<file path="config.mk">
export PLATFORM = sky130hd
export DESIGN_NAME = score_bcd_display
export DESIGN_NICKNAME = d
export VERILOG_FILES = /design/src/rtl/tetris_pkg.sv /design/src/rtl/score_bcd_display_bin2bcd_serial.sv /design/src/rtl/score_bcd_display.sv
export SDC_FILE = /design/constraint.sdc
export NUM_CORES = 1
export LEC_CHECK = 0
export ABC_AREA = 0
export CAP_MARGIN = 0
export CORE_ASPECT_RATIO = 2
export CORE_MARGIN = 2
export CORE_UTILIZATION = 45
export DETAILED_ROUTE_END_ITERATION = 10
export PLACE_DENSITY = 0.72
export SYNTH_ARGS = -nofsm -noshare
export SYNTH_HDL_FRONTEND = slang
export SYNTH_SLANG_ARGS = --single-unit
</file>
<file path="constraint.sdc">
create_clock -name Clk -period 2.8 [get_ports Clk]
set_input_delay 0.28 -clock Clk [delete_from_list [all_inputs] [get_ports Clk]]
set_output_delay 0.28 -clock Clk [all_outputs]
set_load 0.01 [all_outputs]
</file>
<file path="src/rtl/tetris_pkg.sv">
// Shared types for the score display: BCD digit type, converter FSM states
// and the active-low 7-segment glyph lookup.
package tetris_pkg;

    typedef logic [3:0] bcd_digit_t;

    typedef enum logic [1:0] {IDLE, LOAD, SHIFT, DONE} dd_state_t;

    localparam int BIN_W = 16;
    localparam int BCD_W = 20;

    function automatic logic [7:0] seg7_decode(input bcd_digit_t d);
        logic [7:0] seg;
        case (d)
            4'd0:    seg = 8'hC0;
            4'd1:    seg = 8'hF9;
            4'd2:    seg = 8'hA4;
            4'd3:    seg = 8'hB0;
            4'd4:    seg = 8'h99;
            4'd5:    seg = 8'h92;
            4'd6:    seg = 8'h82;
            4'd7:    seg = 8'hF8;
            4'd8:    seg = 8'h80;
            4'd9:    seg = 8'h90;
            default: seg = 8'hBF;
        endcase
        return seg;
    endfunction

endpackage

</file>
<file path="src/rtl/score_bcd_display_bin2bcd_serial.sv">
// Serial double-dabble converter: 16-bit binary to 5 BCD digits, one
// add-3/shift step per clock.
module bin2bcd_serial
    import tetris_pkg::*;
(
    input  logic                 Clk,
    input  logic                 Reset,
    input  logic                 start,
    input  logic [BIN_W-1:0]     bin,
    output logic                 busy,
    output logic                 done,
    output logic [BCD_W-1:0]     bcd
);

    dd_state_t                   r_state;
    dd_state_t                   w_next;
    logic [BCD_W+BIN_W-1:0]      r_sreg;
    logic [3:0]                  r_ctr;
    logic [BCD_W-1:0]            r_bcd;
    logic [BCD_W+BIN_W-1:0]      w_shifted;

    function automatic logic [BCD_W+BIN_W-1:0] dabble_step(input logic [BCD_W+BIN_W-1:0] s);
        logic [BCD_W+BIN_W-1:0] t;
        t = s;
        for (int i = 0; i < BCD_W / 4; i++) begin
            if (t[BIN_W+4*i +: 4] >= 4'd5)
                t[BIN_W+4*i +: 4] = t[BIN_W+4*i +: 4] + 4'd3;
        end
        return {t[BCD_W+BIN_W-2:0], 1'b0};
    endfunction

    assign w_shifted = dabble_step(r_sreg);
    assign bcd       = r_bcd;

    always_comb begin
        w_next = r_state;
        busy   = 1'b0;
        done   = 1'b0;
        case (r_state)
            IDLE:  if (start) w_next = LOAD;
            LOAD:  begin
                busy   = 1'b1;
                w_next = SHIFT;
            end
            SHIFT: begin
                busy = 1'b1;
                if (r_ctr == 4'd15) w_next = DONE;
            end
            DONE:  begin
                done   = 1'b1;
                w_next = IDLE;
            end
            default: w_next = IDLE;
        endcase
    end

    // Operand is captured on the IDLE->LOAD edge, the same edge on which the
    // top records it as the last converted value, so the two never disagree.
    always_ff @(posedge Clk) begin
        if (Reset) begin
            r_state <= IDLE;
            r_sreg  <= '0;
            r_ctr   <= '0;
            r_bcd   <= '0;
        end else begin
            r_state <= w_next;
            case (r_state)
                IDLE:  if (start) r_sreg <= {{BCD_W{1'b0}}, bin};
                LOAD:  r_ctr <= '0;
                SHIFT: begin
                    r_sreg <= w_shifted;
                    r_ctr  <= r_ctr + 4'd1;
                    if (r_ctr == 4'd15) r_bcd <= w_shifted[BCD_W+BIN_W-1:BIN_W];
                end
                default: ;
            endcase
        end
    end

endmodule

</file>
<file path="src/rtl/score_bcd_display.sv">
// Score display: synchronises the core's score/game_over, converts the score
// to BCD and drives a 4-digit multiplexed 7-segment display with blink.
module score_bcd_display
    import tetris_pkg::*;
#(
    parameter int SCAN_DIV  = 50_000,
    parameter int BLINK_DIV = 25_000_000,
    parameter int SYNC_LEN  = 2
) (
    input  logic              Clk,
    input  logic              Reset,
    input  logic [BIN_W-1:0]  score,
    input  logic              game_over,
    output logic [BCD_W-1:0]  bcd_out,
    output logic              bcd_valid,
    output logic              busy,
    output logic [7:0]        hex_seg,
    output logic [3:0]        hex_grid
);

    localparam int SCAN_W  = (SCAN_DIV  > 1) ? $clog2(SCAN_DIV)  : 1;
    localparam int BLINK_W = (BLINK_DIV > 1) ? $clog2(BLINK_DIV) : 1;
    localparam int RUN_W   = $clog2(SYNC_LEN + 1);

    logic [BIN_W-1:0]   r_score_s1, r_score_s2, r_score_prev, r_score_acc, r_last_bin;
    logic [RUN_W-1:0]   r_run;
    logic [RUN_W:0]     w_run_now;
    logic               r_go_s1, r_go_s2;
    logic [SCAN_W-1:0]  r_scan_cnt;
    logic [1:0]         r_idx;
    logic [BLINK_W-1:0] r_blink_cnt;
    logic               r_blink_on;
    logic               w_start, w_busy, w_done;
    logic [BCD_W-1:0]   w_bcd;
    bcd_digit_t         w_digit;
    logic               w_blank;

    // Run length of identical synchronised samples, counting the current one.
    always_comb begin
        w_run_now = (RUN_W+1)'(1);
        if (r_score_s2 == r_score_prev)
            w_run_now = {1'b0, r_run} + (RUN_W+1)'(1);
    end

    assign w_start = (r_score_acc != r_last_bin);

    always_ff @(posedge Clk) begin
        if (Reset) begin
            r_score_s1   <= '0;
            r_score_s2   <= '0;
            r_score_prev <= '0;
            r_run        <= '0;
            r_score_acc  <= '0;
            r_last_bin   <= '0;
            r_go_s1      <= 1'b0;
            r_go_s2      <= 1'b0;
        end else begin
            r_score_s1   <= score;
            r_score_s2   <= r_score_s1;
            r_score_prev <= r_score_s2;
            r_go_s1      <= game_over;
            r_go_s2      <= r_go_s1;
            r_run        <= (w_run_now > (RUN_W+1)'(SYNC_LEN)) ? RUN_W'(SYNC_LEN)
                                                              : w_run_now[RUN_W-1:0];
            if (w_run_now >= (RUN_W+1)'(SYNC_LEN))
                r_score_acc <= r_score_s2;
            if (w_start && !w_busy && !w_done)
                r_last_bin <= r_score_acc;
        end
    end

    bin2bcd_serial u_conv (
        .Clk   (Clk),
        .Reset (Reset),
        .start (w_start),
        .bin   (r_score_acc),
        .busy  (w_busy),
        .done  (w_done),
        .bcd   (w_bcd)
    );

    assign bcd_out   = w_bcd;
    assign bcd_valid = w_done;
    assign busy      = w_busy;

    always_ff @(posedge Clk) begin
        if (Reset) begin
            r_scan_cnt  <= '0;
            r_idx       <= 2'd0;
            r_blink_cnt <= '0;
            r_blink_on  <= 1'b1;
        end else begin
            if (r_scan_cnt == SCAN_W'(SCAN_DIV - 1)) begin
                r_scan_cnt <= '0;
                r_idx      <= r_idx + 2'd1;
            end else begin
                r_scan_cnt <= r_scan_cnt + SCAN_W'(1);
            end
            if (!r_go_s2) begin
                r_blink_cnt <= '0;
                r_blink_on  <= 1'b1;
            end else if (r_blink_cnt == BLINK_W'(BLINK_DIV - 1)) begin
                r_blink_cnt <= '0;
                r_blink_on  <= ~r_blink_on;
            end else begin
                r_blink_cnt <= r_blink_cnt + BLINK_W'(1);
            end
        end
    end

    // A digit is a leading zero when it and every higher shown digit are 0
    // and the hidden fifth digit is 0 as well.
    always_comb begin
        w_digit = bcd_out[{r_idx, 2'b00} +: 4];
        w_blank = (r_idx != 2'd0) && (bcd_out[19:16] == 4'd0)
                  && ((bcd_out[15:0] >> {r_idx, 2'b00}) == 16'd0);
        hex_seg = w_blank ? 8'hFF : seg7_decode(w_digit);
        if ((r_idx == 2'd3) && (bcd_out[19:16] != 4'd0))
            hex_seg[7] = 1'b0;
        hex_grid = r_blink_on ? ~(4'b0001 << r_idx) : 4'hF;
    end

endmodule

</file>
Word level (Yosys, flattened, before mapping)
Memories as Yosys holds them, arrays and structs flattened. Index checks and enable logic that the tools add are counted.

Add/subtract/negate cells: 10. $lt $le $gt $ge: 7. Eq/ne operators: 11. Shift-type cells: 3. Muxes and demuxes: 18. Bitwise operators: 3. Reductions and logical operators: 22.

Operator list (count): $pmux 36 s2 (1); $mux 36 (1); $add 25x1->25 const B (1); $eq 25x25->1 const B (1); $ge 4x3->1 const B (5); $mux 4 (5); $shiftx 20x5->4 (1); $add 16x1->16 const B (1); $add 4x2->4 const B (4); $eq 16x16->1 (1); $eq 16x16->1 const B (1); $logic_not 16->1 (1); $ne 16x16->1 (1); $shr 16x4->16 (1); $mux 8 (1); $pmux 2 s4 (1); $pmux 4 s2 (1); $reduce_or 2->1 (4); $eq 2x2->1 const B (3); $mux 2 (3); $mux 3 (2); $reduce_and 2->1 (3); $reduce_bool 2->1 (3); $logic_and 1x1->1 (5); other kinds (19) (23).

Bits in registers: 190. ROM bits: 112. Input port bits: 19. Output and inout bits: 34. Logic and storage cells: 92. Memories kept: 1.

Memories: (name not given) (words 16, width 7, read ports 1, clocked after Yosys merged registers in 0, write ports 0, RTL line tetris_pkg.sv:14) `case (d)`.

Depth between registers and ports, before layout
Gate-level depths: netlist (run 1).

Depth in word-level cells: 6. Mapped depth: 9. Depth with buffers taken out: 8.

By module
From an unflattened synthesis (run 1), not the netlist that was laid out.

Cell total of the unflattened synthesis: 856. Area total of the unflattened synthesis: 8284.2 µm².

Modules (own cells, without submodules): score_bcd_display (times used 1, cells each 543, area each 5341.4 µm², seq. area each 2562.5 µm²); bin2bcd_serial (times used 1, cells each 313, area each 2942.8 µm², seq. area each 1241.2 µm²).

Worst setup path after synthesis (run 1)
No wires, ideal clock.

Kind: register -> output. From: register r_idx[0]. To: output port hex_seg[0]. Arrival time: 2026 ps. Data required time: 2520 ps. Setup slack: 494 ps. Cell stages (with the launch flop): 10. Buffers on the path: 1. Path through: dfxtp_1 -> buf_6 -> mux4_2 -> inv_1 -> ha_1 -> nor4b_1 -> o211ai_1 -> a21oi_1 -> a21oi_2 -> o21ai_0.

Cells in the longest elaborated chain, start to end: 4. Elaborated cells between the ends (all ways): 8. Classes of those cells: shift: 2; mux: 1; reduce/logical: 4; memory: 1.

RTL lines: start: declaration (RTL line score_bcd_display.sv:30) `logic [1:0] r_idx;`; start signal: assignment (RTL line score_bcd_display.sv:95) `r_idx <= r_idx + 2'd1;`; parallel branches: the longest is 3 deep, another holds $mem_v2 16x7; $mux 8 (*) (RTL line score_bcd_display.sv:117) `hex_seg = w_blank ? 8'hFF : seg7_decode(w_digit);`; end: declaration (RTL line score_bcd_display.sv:17) `output logic [7:0] hex_seg,`.

Every way passes the cells marked *.

Worst setup path in the final report (run 1)
From: register r_idx[0]. To: output port hex_seg[5].

The elaborated chain is that of the path after synthesis.

==> impl_metrics.yaml, run 1 <==
status:
  status: "finished, final reports clean"
final_layout:
  mostFrequentLayoutCell: "dfxtp_1"
  layout_common_cells: "dfxtp_1 (189), nor2_1 (82), mux2i_1 (77)"
  syn_to_final_growth_pct: 15.87
  finalNonFillerCells: 1301
  regArea_sq_um: 3807
  nets: 1074
  layout-drive-gt1-share_pct: 8.541
  nFillCells: 1749
  antenna_cells: 0
  multi_input_area_sq_um: 4720
global_route:
  overflow: 0
  grt_max_degree: 60
  antenna_found_initial: 0
  grt_pass1_wl_mm: 31.62
  grt_pass1_vias: 6710
  grt_use_total_pct: 18.86
timing:
  min_period_ns: 2.760
  setup_slack_ns: 0.03992
  finalSetupViolCount: 0
  worst_pin_slew_ns: 1.135
  finalClockSkew_ns: 0.009182
  hold_ws_ns: 0.08572
  setup_tns_ns: 0
  finalMaxSlewViolations: 0
  period_share_pct: 98.57
  hold_violations: 0
  clock.fmax_mhz: 362.3
  rsz0062_at_grt: "true"
  slew_headroom_pct: 24.04
setup_path:
  worstSetupEndpoint: "hex_seg[5]"
  rr_startpoint: "u_conv.r_state[1]"
  end_kind: "primary output"
  critical-path-max-stage-delay_ns: 0.53
  ff2ff_setup_slack_ns: 0.64
  startpoint: "r_idx[0]"
  crit_type: "reg -> out"
  critPathArrivalTime_ns: 2.48
  crit_buf_inv: 3
  crit_chain: "mux4_2 > inv_2 > ha_4 > nor4b_4 > o211ai_1 > a21oi_2 > buf_4 > a21oi_4 > o21ai_1 > buf_2"
  cpLargestDelayFamily: "multiplexers"
  cp.depth: 10
  required_ns: 2.52
  r2r-end: "u_conv.r_sreg[26]"
  cp_slowest_cell: "mux4_2"
  reg2regPathDepth: 5
  critPathMaxFanout: 5
  start_kind: "flop"
route:
  drt_iter0_markers: 382
  ant_nets: 0
  post-route-drc-count: 0
  dr.pass1.iters: 5
  num_vias: 6873
  wl_per_cell_microns: 14.30
  routed_via_density: 5.283
  routed_wl_mm: 18.60
pwr:
  worst_ir_drop_vdd_uv: 579.6
  powerDensity_nw_per_um2: 581.1
  leakagePower_nw: 3.923
place:
  io_buffers: 52
  dp_hpwl_mm: 13.22
  post-place-ws_ns: -0.1089
  place.gp.congestion: 0.8172
  place_inst: 1266
yosys:
  synth_area_leaders: "dfxtp_1 (43%), mux2i_1 (8.7%), xnor2_1 (4.5%)"
  synth_area_sq_um: 8901
  synthesis.nets: 1024
  async_flop_share_pct: 0
  avgSynthCellArea_sq_um: 9.092
  ys_warn_count: 0
  ys_seq_area_share_pct: 42.73
  synth_top_area_share_pct: 42.73
  yosys.cell_types.count: 49
  synth-seq-cells: 190
  yosysTopAreaCell: "dfxtp_1"
  synth_edf_count: 0
  synth_cells: 979
  synthFlopType: "dfxtp_1"
clock_network:
  cts_buffers: 17
  clk_latency_ns: 0.44
  cts_tree: "built"
  htreeDepth: 4
  cts_sinks: 190
  cts_root_buffer: "clkbuf_16"
  cts.clk_slew.worst_paths_ns: 0.07
  cts_buffer_depth: 2
job:
  maxCapViolations: 0
floorplan:
  pin_count: 53
  fp.dieH_microns: 202.9
  die_area_sq_um: 20990
  die_x_microns: 103.5
  core_area_sq_um: 19370
  rows: 72
  start_util_pct: 45.96
worst_hold_path:
  hp-class: "in -> reg"
[registers in the layout, indices dropped and copies added (netlist names), 4 cells and up]
signal         flops
r_score_s2        16
r_blink_cnt       25
u_conv.r_sreg     36
r_last_bin        16
r_scan_cnt        16
r_score_prev      16
r_score_s1        16
u_conv.bcd        20
r_score_acc       16
u_conv.r_ctr       4
[worst register-to-register path, cell delays in order (launching register included)]
cell,delay (ns)
dfxtp_1,0.41
ha_2,0.25
inv_1,0.18
nor2_1,0.92
nand3_1,0.18
o211ai_1,0.14
[how the worst min path moves through the flow]
stage | from | endpoint | depth (start not counted)
2_1_floorplan | r_go_s2 | r_blink_on | 1
3_3_place_gp | r_go_s2 | r_blink_on | 1
3_5_place_dp | r_go_s2 | r_blink_on | 1
4_1_cts | Reset | u_conv.r_state[1] | 2
5_1_grt | Reset | u_conv.r_state[1] | 2
6_report | Reset | u_conv.r_state[1] | 2
[metrics by stage]
stage	utilization [%]	cell area, sq um	power [mW]
global placement	50.13	9709	3.662
finish	53.25	10310	5.993
global route	53.25	10310	6.252
floorplan	-	8901	3.467
CTS	53.24	10310	6.050
detailed placement	50.13	9709	3.681
[what timing repair did]
item                       4_1_cts  5_1_grt
setup buffers                    2        1
pin swaps                        0        2
resized for setup               30        8
setup endpoints to repair        7        7
hold buffers                     0        0
[cell usage after synthesis (2+ instances only)]
cell type and count:
o22ai_1 16, nor2_1 83, xor2_1 29, o21a_1 26
dfxtp_1 190, o311ai_1 5, nor3b_1 11, o21ai_0 17
and3_1 5, nor4_1 9, and4_1 4, or3_1 2
nand2_1 67, mux2i_1 77, nor2b_1 35, buf_1 5
a311o_1 5, ha_1 26, nand4_1 14, nand3_1 29
a311oi_1 5, a21oi_1 54, o211ai_1 7, a211oi_1 13
clkbuf_1 30, mux4_2 4, buf_6 5, xnor2_1 46
nor4b_1 4, nor3_1 23, nand3b_1 3, inv_1 44
buf_2 10, buf_4 3, nand2b_1 59
[layer usage]
metal | routed length (microns) | global-route usage (%)
met1 | 7059 | 19.52
met2 | 10510 | 35.88
met3 | 520 | 2.823
met4 | 512 | 8.083
met5 | 0 | 0
[report_power, final]
group          switching, mW  internal [mW]  leakage (nW)
combinational          0.445          0.282          2.10
clock                   1.12           1.26         0.278
sequential            0.0872           2.80          1.54
total                   1.65           4.34          3.92
[cell families after synthesis]
| group | synth area share [%] |
|---|---|
| DFF | 42.73 |
| muxes | 9.798 |
| buffers and inverters | 4.779 |
| and+or+nand+nor | 20.65 |
| xor gates and xnor gates | 7.380 |
| adders and majority gates | 3.655 |
| AOI/OAI and AO/OA | 11.01 |
[final cells by class]
cell class / count / share of cell area [%]
Clock inverter: 14 / 1.407
Clock buffer: 18 / 4.161
Sequential cell: 190 / 36.92
Timing Repair Buffer: 84 / 7.012
Tap cell: 259 / 3.142
Multi-Input combinational cell: 692 / 45.76
Inverter: 44 / 1.601
No activity file was read; power rests on OpenSTA's default activity.
==> run 2, diff against run 1 <==
SLEW_MARGIN = 5   (was not set)
==> results of run 2 <==
The final DEF is identical to that of run 1; final timing and power are the same.
==> run 3, diff against run 2 <==
CORE_UTILIZATION = 55   (was 45)
PLACE_DENSITY = 0.84   (was 0.72)
==> impl_metrics.yaml, run 3 (synthesis gave the netlist of run 1 again) <==
status:
  status: "finished, final reports clean"
setup_path:
  crit_type: "reg -> out"
  crit_path_frequent_cell: "a21oi_2"
  crit_chain: "mux4_2 > inv_2 > ha_4 > nor4b_4 > o211ai_1 > a21oi_2 > a21oi_2 > o21ai_0 > buf_2"
  critPathMaxFanout: 5
  start_kind: "flop"
  crit_buf_inv: 2
  cp_slowest_cell: "mux4_2"
  critical-path-max-stage-delay_ns: 0.52
  critPathArrivalTime_ns: 2.42
  cpLargestDelayFamily: "multiplexers"
  end_kind: "primary output"
  required_ns: 2.52
route:
  routed.top_layer: "met4"
  dr_wl_met3_microns: 550
  wl_met1_mm: 6.868
  routed_via_density: 5.627
  dr.pass1.iters: 4
  ant_nets: 0
  routed_wl_mm: 18.66
  wl_per_cell_microns: 15.16
  drt_iter0_markers: 411
  post-route-drc-count: 0
  num_vias: 6927
  route.met2.wl_mm: 10.37
timing:
  hold_ws_ns: 0.2875
  rsz0062_at_grt: "false"
  finalClockSkew_ns: 0.01109
  finalSetupViolCount: 0
  min_period_ns: 2.700
  worst_pin_slew_ns: 1.139
  setup_tns_ns: 0
  hold_violations: 0
  clock.fmax_mhz: 370.4
  slew_headroom_pct: 24.02
  finalMaxSlewViolations: 0
  period_share_pct: 96.42
clock_network:
  cts.clk_slew.worst_paths_ns: 0.07
  cts_sinks: 190
  cts_tree: "built"
  cts_root_buffer: "clkbuf_16"
  clk_latency_ns: 0.44
  cts_buffers: 17
  htreeDepth: 4
  cts_buffer_depth: 2
global_route:
  antenna_found_initial: 0
  grt_pass1_vias: 6978
  grt_pass1_wl_mm: 31.69
  grt_use_total_pct: 22.61
  overflow: 0
  grt_max_degree: 90
floorplan:
  start_util_pct: 56.42
  pin_count: 53
  core_area_sq_um: 15780
  die_x_microns: 93.96
  die_area_sq_um: 17280
  fp.dieH_microns: 183.9
  rows: 65
final_layout:
  final_area_sq_um: 10190
  syn_to_final_growth_pct: 14.45
  layout_common_cells: "dfxtp_1 (189), nor2_1 (83), mux2i_1 (77)"
  nets: 1065
  mostFrequentLayoutCell: "dfxtp_1"
  largest_reg_flops: 36
  layout-drive-gt1-share_pct: 7.379
  antenna_cells: 0
  regMostFlops: "u_conv.r_sreg"
worst_hold_path:
  hp-class: "in -> reg"
place:
  dp_hpwl_mm: 12.86
  place_area_sq_um: 9607
  io_buffers: 52
  place.gp.congestion: 0.8339
job:
  maxCapViolations: 0
pwr:
  powerDensity_nw_per_um2: 590.1
  worst_ir_drop_vdd_uv: 434.7
  leakagePower_nw: 3.875
## run 3: where the power goes
group / total (mW) / switching, mW / internal, mW / leakage (nW)
Sequential: 2.89 / 0.0872 / 2.80 / 1.54
Clock: 2.39 / 1.05 / 1.34 / 0.275
Combinational: 0.733 / 0.446 / 0.286 / 2.06
Total: 6.01 / 1.58 / 4.43 / 3.88
## run 3: worst register-to-register path, cell delays in order, from the launching register on
cell and delay [ns]:
dfxtp_1 0.32, xnor2_1 0.33, nand4_1 0.22, nor4_1 0.50
o21ai_2 0.44, mux2i_1 0.23
## run 3: metrics by stage
stage	setup slack, ns	cells	util (%)	total power [mW]
after global placement	0.04271	1201	60.89	3.660
after floorplan	0.4936	979	-	3.467
final	0.1002	1231	64.57	6.012
after global routing	0.005004	1231	64.57	6.234
after detailed placement	-0.1627	1201	60.89	3.676
after CTS	0.006484	1231	64.72	6.047
## run 3: timing repair
item | in CTS | in global routing
endpoints found under the setup margin | 7 | 6
hold buffers | 0 | 0
gates resized for setup | 26 | 10
setup buffers | 2 | 0
pin swaps | 2 | 1
## run 3: routing by layer
| layer | track usage [%] | vias to the layer above |
|---|---|---|
| met5 | 0 | - |
| met4 | 12.41 | 0 |
| met3 | 4.018 | 48 |
| met2 | 43.54 | 136 |
| met1 | 21.83 | 3309 |
| li1 | - | 3434 |
## run 3: cell type report
type                    instances  area (sq um)
inverters                      44         165.2
flip-flops and latches        190          3807
repair buffers                 75         680.7
fillers                      1286          5590
multi-input cells             692          4710
clock buffers                  19         442.9
well taps                     201         251.5
clock inverters                10         130.1
## run 3: worst paths after layout
| path | startpoint | endpoint | slack, ns | cells after the start |
|---|---|---|---|---|
| setup reg to reg | r_score_s2[13] | r_score_acc[14] | 0.61 | 5 |
| hold / removal | Reset | r_idx[1] | 0.29 | 2 |
| hold reg to reg | r_go_s2 | r_blink_on | 0.42 | 1 |
| setup / recovery | r_idx[0] | hex_seg[3] | 0.10 | 9 |
